==> src/rtl/phase_corr_branch.sv <==
// Phase-corrector branch: y[n] = x[n] +/- x[n-DELAY] in signed Q(NB_DATA-1),
// saturated to NB_DATA. The delay line advances only on accepted samples, so
// the taps are DELAY samples apart, not DELAY cycles. A warm-up counter keeps
// o_valid low until the line holds DELAY real samples.
module phase_corr_branch #(
  parameter int NB_DATA = 16,
  parameter int DELAY   = 2    // legal range 1..64
) (
  input  logic                      i_clk,
  input  logic                      i_rst,
  input  logic signed [NB_DATA-1:0] i_data,
  input  logic                      i_valid,
  input  logic [1:0]                i_mode,
  input  logic                      i_clear,
  output logic signed [NB_DATA-1:0] o_data,
  output logic                      o_valid,
  output logic                      o_sat
);

  typedef enum logic [1:0] {
    MODE_SUM   = 2'b00,
    MODE_DIFF  = 2'b01,
    MODE_DELAY = 2'b10,
    MODE_ZERO  = 2'b11
  } mode_e;

  localparam int                       CNT_W    = $clog2(DELAY + 1);
  localparam logic [CNT_W-1:0]         CNT_FULL = CNT_W'(DELAY);
  localparam logic signed [NB_DATA-1:0] SAT_POS = {1'b0, {(NB_DATA-1){1'b1}}};
  localparam logic signed [NB_DATA-1:0] SAT_NEG = {1'b1, {(NB_DATA-1){1'b0}}};

  logic signed [NB_DATA-1:0] line_q [DELAY];
  logic [CNT_W-1:0]          warm_cnt_q;
  logic                      accept;
  mode_e                     mode;
  logic signed [NB_DATA-1:0] tail;
  logic signed [NB_DATA:0]   x_ext;
  logic signed [NB_DATA:0]   t_ext;
  logic signed [NB_DATA:0]   wide;
  logic signed [NB_DATA-1:0] res_d;
  logic                      sat_d;

  // A flush drops any sample presented alongside it.
  assign accept = i_valid & ~i_clear;
  assign mode   = mode_e'(i_mode);
  assign tail   = line_q[DELAY-1];

  // Combine x[n] with the line tail one bit wider, then clamp on overflow.
  always_comb begin
    // NOTE: every signal gets a default first so no path can leave it
    // unassigned, which would otherwise infer a latch.
    x_ext = {i_data[NB_DATA-1], i_data};
    t_ext = {tail[NB_DATA-1], tail};
    wide  = '0;
    res_d = '0;
    sat_d = 1'b0;
    case (mode)
      MODE_SUM, MODE_DIFF: begin
        wide = (mode == MODE_SUM) ? x_ext + t_ext : x_ext - t_ext;
        if (wide[NB_DATA] != wide[NB_DATA-1]) begin
          sat_d = 1'b1;
          res_d = wide[NB_DATA] ? SAT_NEG : SAT_POS;
        end else begin
          res_d = wide[NB_DATA-1:0];
        end
      end
      MODE_DELAY: res_d = tail;
      default:    res_d = '0;
    endcase
  end

  // Delay line, warm-up counter and registered outputs.
  always_ff @(posedge i_clk) begin
    // NOTE: sequential state uses non-blocking assignments so every register
    // samples pre-edge values; the shift below relies on that ordering.
    if (i_rst || i_clear) begin
      // NOTE: the delay line is a register chain, not a RAM, because both
      // reset and flush must zero the history; a RAM could not be cleared
      // in one cycle.
      for (int k = 0; k < DELAY; k++) line_q[k] <= '0;
      warm_cnt_q <= '0;
      o_data     <= '0;
      o_valid    <= 1'b0;
      o_sat      <= 1'b0;
    end else begin
      o_valid <= 1'b0;
      if (accept) begin
        line_q[0] <= i_data;
        for (int k = 1; k < DELAY; k++) line_q[k] <= line_q[k-1];
        if (warm_cnt_q != CNT_FULL) warm_cnt_q <= warm_cnt_q + 1'b1;
        o_data  <= res_d;
        o_sat   <= sat_d;
        o_valid <= (warm_cnt_q == CNT_FULL);
      end
    end
  end

endmodule

==> config.mk <==
export PLATFORM = sky130hd
export DESIGN_NAME = phase_corr_branch
export DESIGN_NICKNAME = d
export VERILOG_FILES = /design/src/rtl/phase_corr_branch.sv
export SDC_FILE = /design/constraint.sdc
export NUM_CORES = 1
export LEC_CHECK = 0
export BUFFER_PORTS_ARGS = -buffer_cell sky130_fd_sc_hd__buf_2
export CAP_MARGIN = 5
export CORE_MARGIN = 2
export CORE_UTILIZATION = 50
export DETAILED_ROUTE_END_ITERATION = 10
export PLACE_DENSITY = 0.7
export SYNTH_ARGS = -nofsm -noshare
export SYNTH_HDL_FRONTEND = slang
export SYNTH_SLANG_ARGS = --single-unit
==> constraint.sdc <==
create_clock -name i_clk -period 7 [get_ports i_clk]
set_input_delay 0.35 -clock i_clk [delete_from_list [all_inputs] [get_ports i_clk]]
set_output_delay 0.35 -clock i_clk [all_outputs]
set_load 0.01 [all_outputs]
; ---- Word-level counts from Yosys, hierarchy flattened
; Memory sizes are Yosys's and may differ from the RTL's.
; Index checks and enable logic that the tools add are counted.
[totals]
register_bits = 20
mem_count = 1
ramBits = 32
out_inout_bits = 18
input_bits = 22
[op_classes]
reduce_logical = 5
n_eq_ne = 5
muxes = 13
add_sub_neg = 3
bitwise_logic = 5
[mem_list]
columns = memory, depth, width, read_ports, rd_ports_with_merged_regs, wr, line_no
row1 = line_q, 2, 16, 2, 0, 2, 32  ; logic signed [NB_DATA-1:0] line_q [DELAY];
[ops]
columns = op, count
row1 = 16-bit 2-to-1 mux, 4
row2 = 16-bit one-hot mux with 2 select lines, 1
row3 = 16-bit by 16-bit adder with 17-bit output, 1
row4 = 17-bit 2-to-1 mux, 1
row5 = 16-bit by 16-bit subtractor with 17-bit output, 1
row6 = 1-bit 2-to-1 mux, 7
row7 = "2-bit equality test, second input constant", 2
row8 = 2-bit OR reduction, 2
row9 = "2-bit by 1-bit adder with 2-bit output, second input constant", 1
row10 = "2-bit by 1-bit equality test with 1-bit output, second input constant", 1
row11 = 2-bit logical NOT, 1
row12 = "2-bit inequality test, second input constant", 1
row13 = 1-bit inverter, 2
row14 = 1-bit bitwise OR, 2
row15 = 2-bit AND reduction, 1
row16 = 1-bit AND, 1
row17 = 1-bit logical OR, 1
row18 = 1-bit inequality test, 1

; ---- Depth between registers and ports, before layout
; Gate-level depths: netlist of the first run.
[logic_depth]
ltp_word = 6
mapped_depth = 16
depth_no_buf = 14

; ---- Worst setup path after synthesis of the first run
; No wires, ideal clock.
[synth_path]
path_type = register to register
startpoint = memory line_q[1][0], in the netlist line_q[0][16]
endpoint = register o_data[12]
synth_period_minus_slack_ns = 3.296
t_required_ns = 6.907
t_arrival_ns = 3.203
path_stages_with_launch = 17
n_path_buf = 2
setup_slack_ns = 3.704
setup_time_ns = 0.093
path_cell_list = edfxtp_1 inv_1 ha_1 nor4b_2 nand2_1 o21ai_0 xnor2_1 ha_1 clkbuf_1 a21oi_1 nand2_1 a221oi_1 o21ai_1 xnor2_2 nor2_2 buf_6 o311ai_2
[synth_rtl]
columns = element, line_no
row1 = "start, declared", 32
row2 = "end signal, assigned", 91  ; o_data <= res_d;
row3 = "end, declared", 15  ; output logic signed [NB_DATA-1:0] o_data,

==> results.sh, run 1 <==
export IMPL_status="complete, no violations"
export IMPL_drv_cap=0
export IMPL_clock_sinks=52
export IMPL_p_leak_nw=1.46
export IMPL_grt_pass1_vias=2377
export IMPL_die_w_microns=83.7
export IMPL_die_h_microns=83.7
export IMPL_arrival_ns=4.41
export IMPL_rr_endpoint="o_data[8]$_SDFFE_PP0P_"
export IMPL_synth_commonest_cells="36 x and2_1, 32 x edfxtp_1, 22 x a21oi_1"
export IMPL_reg2reg_depth=13
export IMPL_wl_microns=7370
export IMPL_final_fill_count=583
export IMPL_worstHoldPathCells=2
export IMPL_seqCellArea_sq_mm=0.00136
export IMPL_routed_via_density=5.90
export IMPL_core_area_sq_mm=0.00624
export IMPL_cp_end_kind="register"
export IMPL_synth_net_count=354
export IMPL_clock_fmax_ghz=0.236
export IMPL_tightest_slew_ns=0.781
export IMPL_ctsResizeCount=0
export IMPL_synth_seq_cells=52
export IMPL_grt_start_max_net_pins=37
export IMPL_setup_viol=0
export IMPL_vias=2518
export IMPL_cts_tree="built"
export IMPL_synth_top_cell_area_share_pct=30.3
export IMPL_criticalPathCategory="reg -> reg"
export IMPL_hpwl_microns=5440
export IMPL_antenna_found_initial=0
export IMPL_final_nets=391
export IMPL_clk_pin_slew_worst_paths_ns=0.10
export IMPL_required_ns=7.18
export IMPL_seq_area_frac_synth_pct=42.9
export IMPL_htree_levels=2
export IMPL_hp_start="i_clear"
export IMPL_synthArstFlopShare_pct=0
export IMPL_multi_input_area_sq_mm=0.00173
export IMPL_setup_tns_ns=0
export IMPL_drc=0
export IMPL_finClkSkew_ns=0.00694
export IMPL_dr_pass1_iters=4
export IMPL_clkLatencyLatePin_ns=0.31
export IMPL_post_cts_buffers=0
export IMPL_gp_congestion=0.894
export IMPL_syn_area_per_cell_sq_um=10.2
export IMPL_holdPathEnd="warm_cnt_q[0]$_SDFFE_PP0P_"
export IMPL_relSlewSlack_pct=47.7
export IMPL_synthCells=312
export IMPL_finalHoldWorstSlack_ns=0.258
export IMPL_num_io_pins=40
export IMPL_powerDensity_mw_per_mm2=227
export IMPL_yosysMostFrequentCell="and2_1"
export IMPL_antenna_cells=0
export IMPL_yosys_area_top_type="edfxtp_1"
export IMPL_ys_flop_type="edfxtp_1"
export IMPL_postRouteAntennaNets=0
export IMPL_cts_hold_buf=0
export IMPL_row_count=29
export IMPL_rsz0062_at_grt="no"
export IMPL_synthTopCellsByArea="edfxtp_1 30%, dfxtp_1 13%, ha_1 7.5%, and2_1 7.1%, xor2_1 5.5%"
export IMPL_numCtsBuffers=5
export IMPL_synth_edf_count=32
export IMPL_worst_slack_ns=2.77
export IMPL_clockBufferDepth=2
export IMPL_rr_startpoint="line_q[0][16]$_SDFFCE_PN0P_"
export IMPL_place_ws_ns=2.77
export IMPL_syn_cell_area_sq_mm=0.00317
export IMPL_irDropWorstVdd_v=0.0000982
export IMPL_drive_gt1_share_pct=18.0
export IMPL_port_buffers=39
export IMPL_avgRoutedWirePerCell_microns=17.3
export IMPL_grt_overflow_total=0
export IMPL_grt_pass1_wl_microns=12200
export IMPL_period_needed_ns=4.23
export IMPL_area_growth_pct=11.3
export IMPL_start_util_pct=50.8
export IMPL_hold_class="in -> reg"
export IMPL_fin_crit_sh_pct=60.5
export IMPL_start_kind="register"
export IMPL_synth_distinct_cells=56
export IMPL_report_final_slew_viol_count=0
export IMPL_synth_warnings=0
export IMPL_drt_iter0_markers=207
export IMPL_hold_violations=0
export IMPL_die_area_sq_mm=0.00700
export IMPL_path_max_fanout=15
export IMPL_clockRootBuffer="clkbuf_8"
export IMPL_r2r_setup_slack_ns=2.77
export IMPL_grt_usage_pct=21.9
flip-flops by register name, summed over array words and instances, names as in the netlist:
name        count
line_q         32
o_valid         1
warm_cnt_q      2
o_sat           1
o_data         16
kinds of logic (layout without fill, tap and decap cells):
kind of cell               count (synthesis)  count (layout)  synth area share, %
buffers and inverters                     21              59                 2.76
adders and majority gates                 20              20                 8.12
xor gates and xnor gates                  29              29                 8.24
DFF                                       52              52                 42.9
and+or+nand+nor                           96              96                 17.4
AOI/OAI and AO/OA                         94              94                 20.5
where the power goes:
| group | total, mW | switching, mW | leakage [nW] | internal, mW |
|---|---|---|---|---|
| registers | 0.359 | 0.0145 | 0.533 | 0.345 |
| clock network | 0.176 | 0.104 | 0.0457 | 0.0717 |
| logic | 0.267 | 0.162 | 0.878 | 0.105 |
per-stage QoR:
| stage | instances | cell area [sq um] | power, mW | util [%] |
|---|---|---|---|---|
| floorplan | 312 | 3170 | 0.565 | - |
| global placement | 419 | 3440 | 0.623 | 55.2 |
| detailed placement | 419 | 3440 | 0.630 | 55.2 |
| CTS | 427 | 3530 | 0.804 | 56.6 |
| global route | 427 | 3530 | 0.848 | 56.6 |
| finish | 427 | 3530 | 0.802 | 56.6 |
placed cells by master, fill, tap and decap left out, types with 4 or more instances in the layout:
master	Yosys	final
buf_2	1	39
and2_1	36	36
edfxtp_1	32	32
a21oi_1	22	22
xor2_1	20	20
dfxtp_1	20	20
ha_1	19	19
a22oi_1	16	16
nand2_1	15	15
nor2_1	13	13
o211ai_1	10	10
inv_1	9	9
o21ai_0	9	9
xnor2_1	8	8
o21ai_1	8	8
nor3_1	7	6
o311ai_1	5	5
clkbuf_8	0	5
nor2b_1	4	4
per-layer routing:
metal	routed length (microns)	vias to the layer above	track usage (%)
li1	-	1237	-
met1	3430	1186	32.4
met2	3380	83	32.9
met3	449	12	3.36
met4	113	0	7.33
met5	0	-	0
how the worst max path moves through the flow:
stage,start,to,slack (ns),cells past startpoint
global route,line_q[0][16]$_SDFFCE_PN0P_,o_data[9]$_SDFFE_PP0P_,2.45,13
finish,line_q[0][16]$_SDFFCE_PN0P_,o_data[8]$_SDFFE_PP0P_,2.77,13
CTS,line_q[0][16]$_SDFFCE_PN0P_,o_data[8]$_SDFFE_PP0P_,2.79,13
global placement,line_q[0][16]$_SDFFCE_PN0P_,o_data[14]$_SDFFE_PP0P_,2.96,13
detailed placement,line_q[0][16]$_SDFFCE_PN0P_,o_data[11]$_SDFFE_PP0P_,2.77,13
floorplan,line_q[0][16]$_SDFFCE_PN0P_,o_data[12]$_SDFFE_PP0P_,3.70,16
worst max-delay path, stage by stage (launching register included):
cell and delay [ns]:
edfxtp_1 0.50, inv_1 0.10, ha_1 0.19, nor4b_2 0.46, nand2_1 0.16, o41ai_1 0.47, xnor2_1 0.17, ha_1 0.41
and4_1 0.25, a221oi_1 0.23, o21ai_1 0.17, xnor2_2 0.21, nor2_2 0.58, o311ai_1 0.19
area by class of cell:
class	count	share of cell area, %
flip-flops and latches	52	38.6
multi-input cells	239	49.1
clock buffers	6	2.06
repair buffers	42	6.17
well taps	77	2.73
clock inverters	2	0.425
inverters	9	0.957
(Power assumes the default switching activity.)
==> run 2: changes to the inputs <==
Settings changed: PLACE_DENSITY 0.7 to 0.73.
Clock period 7 ns to 3.73 ns, I/O delays scaled along.
==> results.sh, run 2 (synthesized netlist as in run 1, its figures left out) <==
export IMPL_vias=2665
export IMPL_wl_microns=7660
export IMPL_drv_cap=0
export IMPL_placed_cell_area_sq_mm=0.00358
export IMPL_drc=0
export IMPL_worst_slack_ns=0.248
export IMPL_report_final_slew_viol_count=0
export IMPL_core_area_sq_mm=0.00624
export IMPL_die_w_microns=83.7
export IMPL_criticalPathCategory="reg -> reg"
export IMPL_grt_pass1_wl_microns=12300
export IMPL_postRouteAntennaNets=0
export IMPL_cts_hold_buf=0
export IMPL_rr_endpoint="o_data[7]$_SDFFE_PP0P_"
export IMPL_hold_violations=0
export IMPL_p_leak_nw=1.59
export IMPL_seqCellArea_sq_mm=0.00136
export IMPL_cp_cell_sequence="inv_1, ha_1, nor4b_4, nand2_1, o21ai_1, xnor2_1, ha_1, a21oi_1, nand2_1, a221oi_1, o21ai_1, xnor2_2, nor2_4, o311ai_1"
export IMPL_row_count=29
export IMPL_finClkSkew_ns=0.00838
export IMPL_clk_pin_slew_worst_paths_ns=0.10
export IMPL_numCtsBuffers=5
export IMPL_largest_reg_flops=32
export IMPL_gp_congestion=0.973
export IMPL_clockRootBuffer="clkbuf_8"
export IMPL_place_ws_ns=0.0215
export IMPL_relSlewSlack_pct=50.2
export IMPL_avgRoutedWirePerCell_microns=17.1
export IMPL_path_max_fanout=15
export IMPL_grt_usage_pct=22.1
export IMPL_clkLatencyLatePin_ns=0.31
export IMPL_grt_overflow_total=0
export IMPL_grt_start_max_net_pins=33
export IMPL_final_cell_mix="39 x buf_2, 36 x and2_1, 32 x edfxtp_1, 25 x buf_4, 21 x a21oi_1"
export IMPL_hpwl_microns=5640
export IMPL_hold_class="in -> reg"
export IMPL_start_util_pct=50.8
export IMPL_grt_pass1_vias=2498
export IMPL_antenna_found_initial=0
export IMPL_final_fill_count=534
export IMPL_arrival_ns=3.68
export IMPL_rr_startpoint="line_q[0][17]$_SDFFCE_PN0P_"
export IMPL_die_area_sq_mm=0.00700
export IMPL_final_nets=413
export IMPL_clockBufferDepth=2
export IMPL_drive_gt1_share_pct=24.5
export IMPL_regMostFlops="line_q"
export IMPL_critPathCapture="o_data[7]$_SDFFE_PP0P_"
export IMPL_drt_iter0_markers=223
export IMPL_cpMaxStageDelayCell="edfxtp_1"
export IMPL_htree_levels=2
export IMPL_setup_viol=0
export IMPL_irDropWorstVdd_v=0.000235
export IMPL_tightest_slew_ns=0.744
export IMPL_routed_via_density=5.94
export IMPL_critPathMaxStageDelay_ns=0.48
export IMPL_dr_pass1_iters=4
export IMPL_antenna_cells=0
export IMPL_status="complete, no violations"
export IMPL_clock_sinks=52
export IMPL_path_buf_inv=1
export IMPL_crit_cells=14
export IMPL_multi_input_area_sq_mm=0.00178
export IMPL_p_comb_share_pct=36.2
export IMPL_period_needed_ns=3.48
export IMPL_fin_crit_sh_pct=93.3
export IMPL_port_buffers=39
export IMPL_cp_end_kind="register"
export IMPL_final_common_cell="buf_2"
export IMPL_internal_power_mw=1.04
export IMPL_pwr_share_clk_pct=21.8
export IMPL_biggestRegsByFlops="line_q (32), o_data (16), warm_cnt_q (2)"
export IMPL_netSwitchingFraction_pct=34.7
export IMPL_start_kind="register"
export IMPL_clock_fmax_ghz=0.287
export IMPL_cts_tree="built"
export IMPL_r2r_setup_slack_ns=0.25
export IMPL_required_ns=3.93
export IMPL_num_io_pins=40
export IMPL_design_area_sq_mm=0.00375
export IMPL_seqPwrFrac_pct=42.0
export IMPL_die_h_microns=83.7
export IMPL_cp_startpoint="line_q[0][17]$_SDFFCE_PN0P_"
export IMPL_powerDensity_mw_per_mm2=427
export IMPL_area_growth_pct=18.1
export IMPL_reg2reg_depth=14
export IMPL_path_delay_family="compound AO/OA/AOI/OAI gates"
export IMPL_power_switching_mw=0.555
## run 2: cell types whose count changed in the layout (fill, tap and decap cells not counted), sizes merged
cell	delta
buf	+22
clkinv	-1
inv	+1
## run 2: per-layer routing
layer | track usage [%] | vias up | wire length [microns]
li1 | - | 1276 | -
met1 | 31.5 | 1237 | 3330
met2 | 34.2 | 136 | 3570
met3 | 4.06 | 16 | 629
met4 | 7.48 | 0 | 131
met5 | 0 | - | 0
## run 2: worst min-delay path by stage
stage	from	endpoint	cells past startpoint
after global routing	i_rst	warm_cnt_q[0]$_SDFFE_PP0P_	2
final	i_clear	warm_cnt_q[0]$_SDFFE_PP0P_	2
after floorplan	i_clear	warm_cnt_q[0]$_SDFFE_PP0P_	1
after CTS	i_rst	warm_cnt_q[0]$_SDFFE_PP0P_	2
after global placement	i_clear	warm_cnt_q[0]$_SDFFE_PP0P_	2
after detailed placement	i_rst	warm_cnt_q[0]$_SDFFE_PP0P_	2
## run 2: power groups by stage
stage / Clock, mW / Combinational (mW) / Sequential (mW)
5_1_grt: 0.380 / 0.635 / 0.675
3_5_place_dp: 0 / 0.537 / 0.684
3_3_place_gp: 0 / 0.528 / 0.682
4_1_cts: 0.359 / 0.548 / 0.671
2_1_floorplan: 0 / 0.373 / 0.687
6_report: 0.349 / 0.579 / 0.672
## run 2: layout make-up
cell class,instances,share of cell area (%)
inverter,9,0.901
clock inverter,2,0.334
sequential,52,36.3
multi-input combinational,239,47.5
clock buffer,6,2.20
timing repair buffer,64,10.2
tap,77,2.57
## run 2: repair_timing
action | 4_1_cts | 5_1_grt
endpoints found under the setup margin | 9 | 16
hold endpoints to repair | 0 | 0
gates cloned | 0 | 0
gates resized for setup | 1 | 8
pin swaps | 0 | 3
setup buffers | 0 | 4
## run 2: metrics by stage
step	instances	power (mW)	hold WS [ns]	utilization (%)	setup TNS, ns
after global placement	437	1.21	0.421	57.3	0
after CTS	445	1.58	0.0944	58.9	0
after floorplan	312	1.06	0.263	-	0
final	449	1.60	0.100	60.1	0
after global routing	449	1.69	0.0985	60.1	-0.00636
after detailed placement	437	1.22	0.427	57.3	0
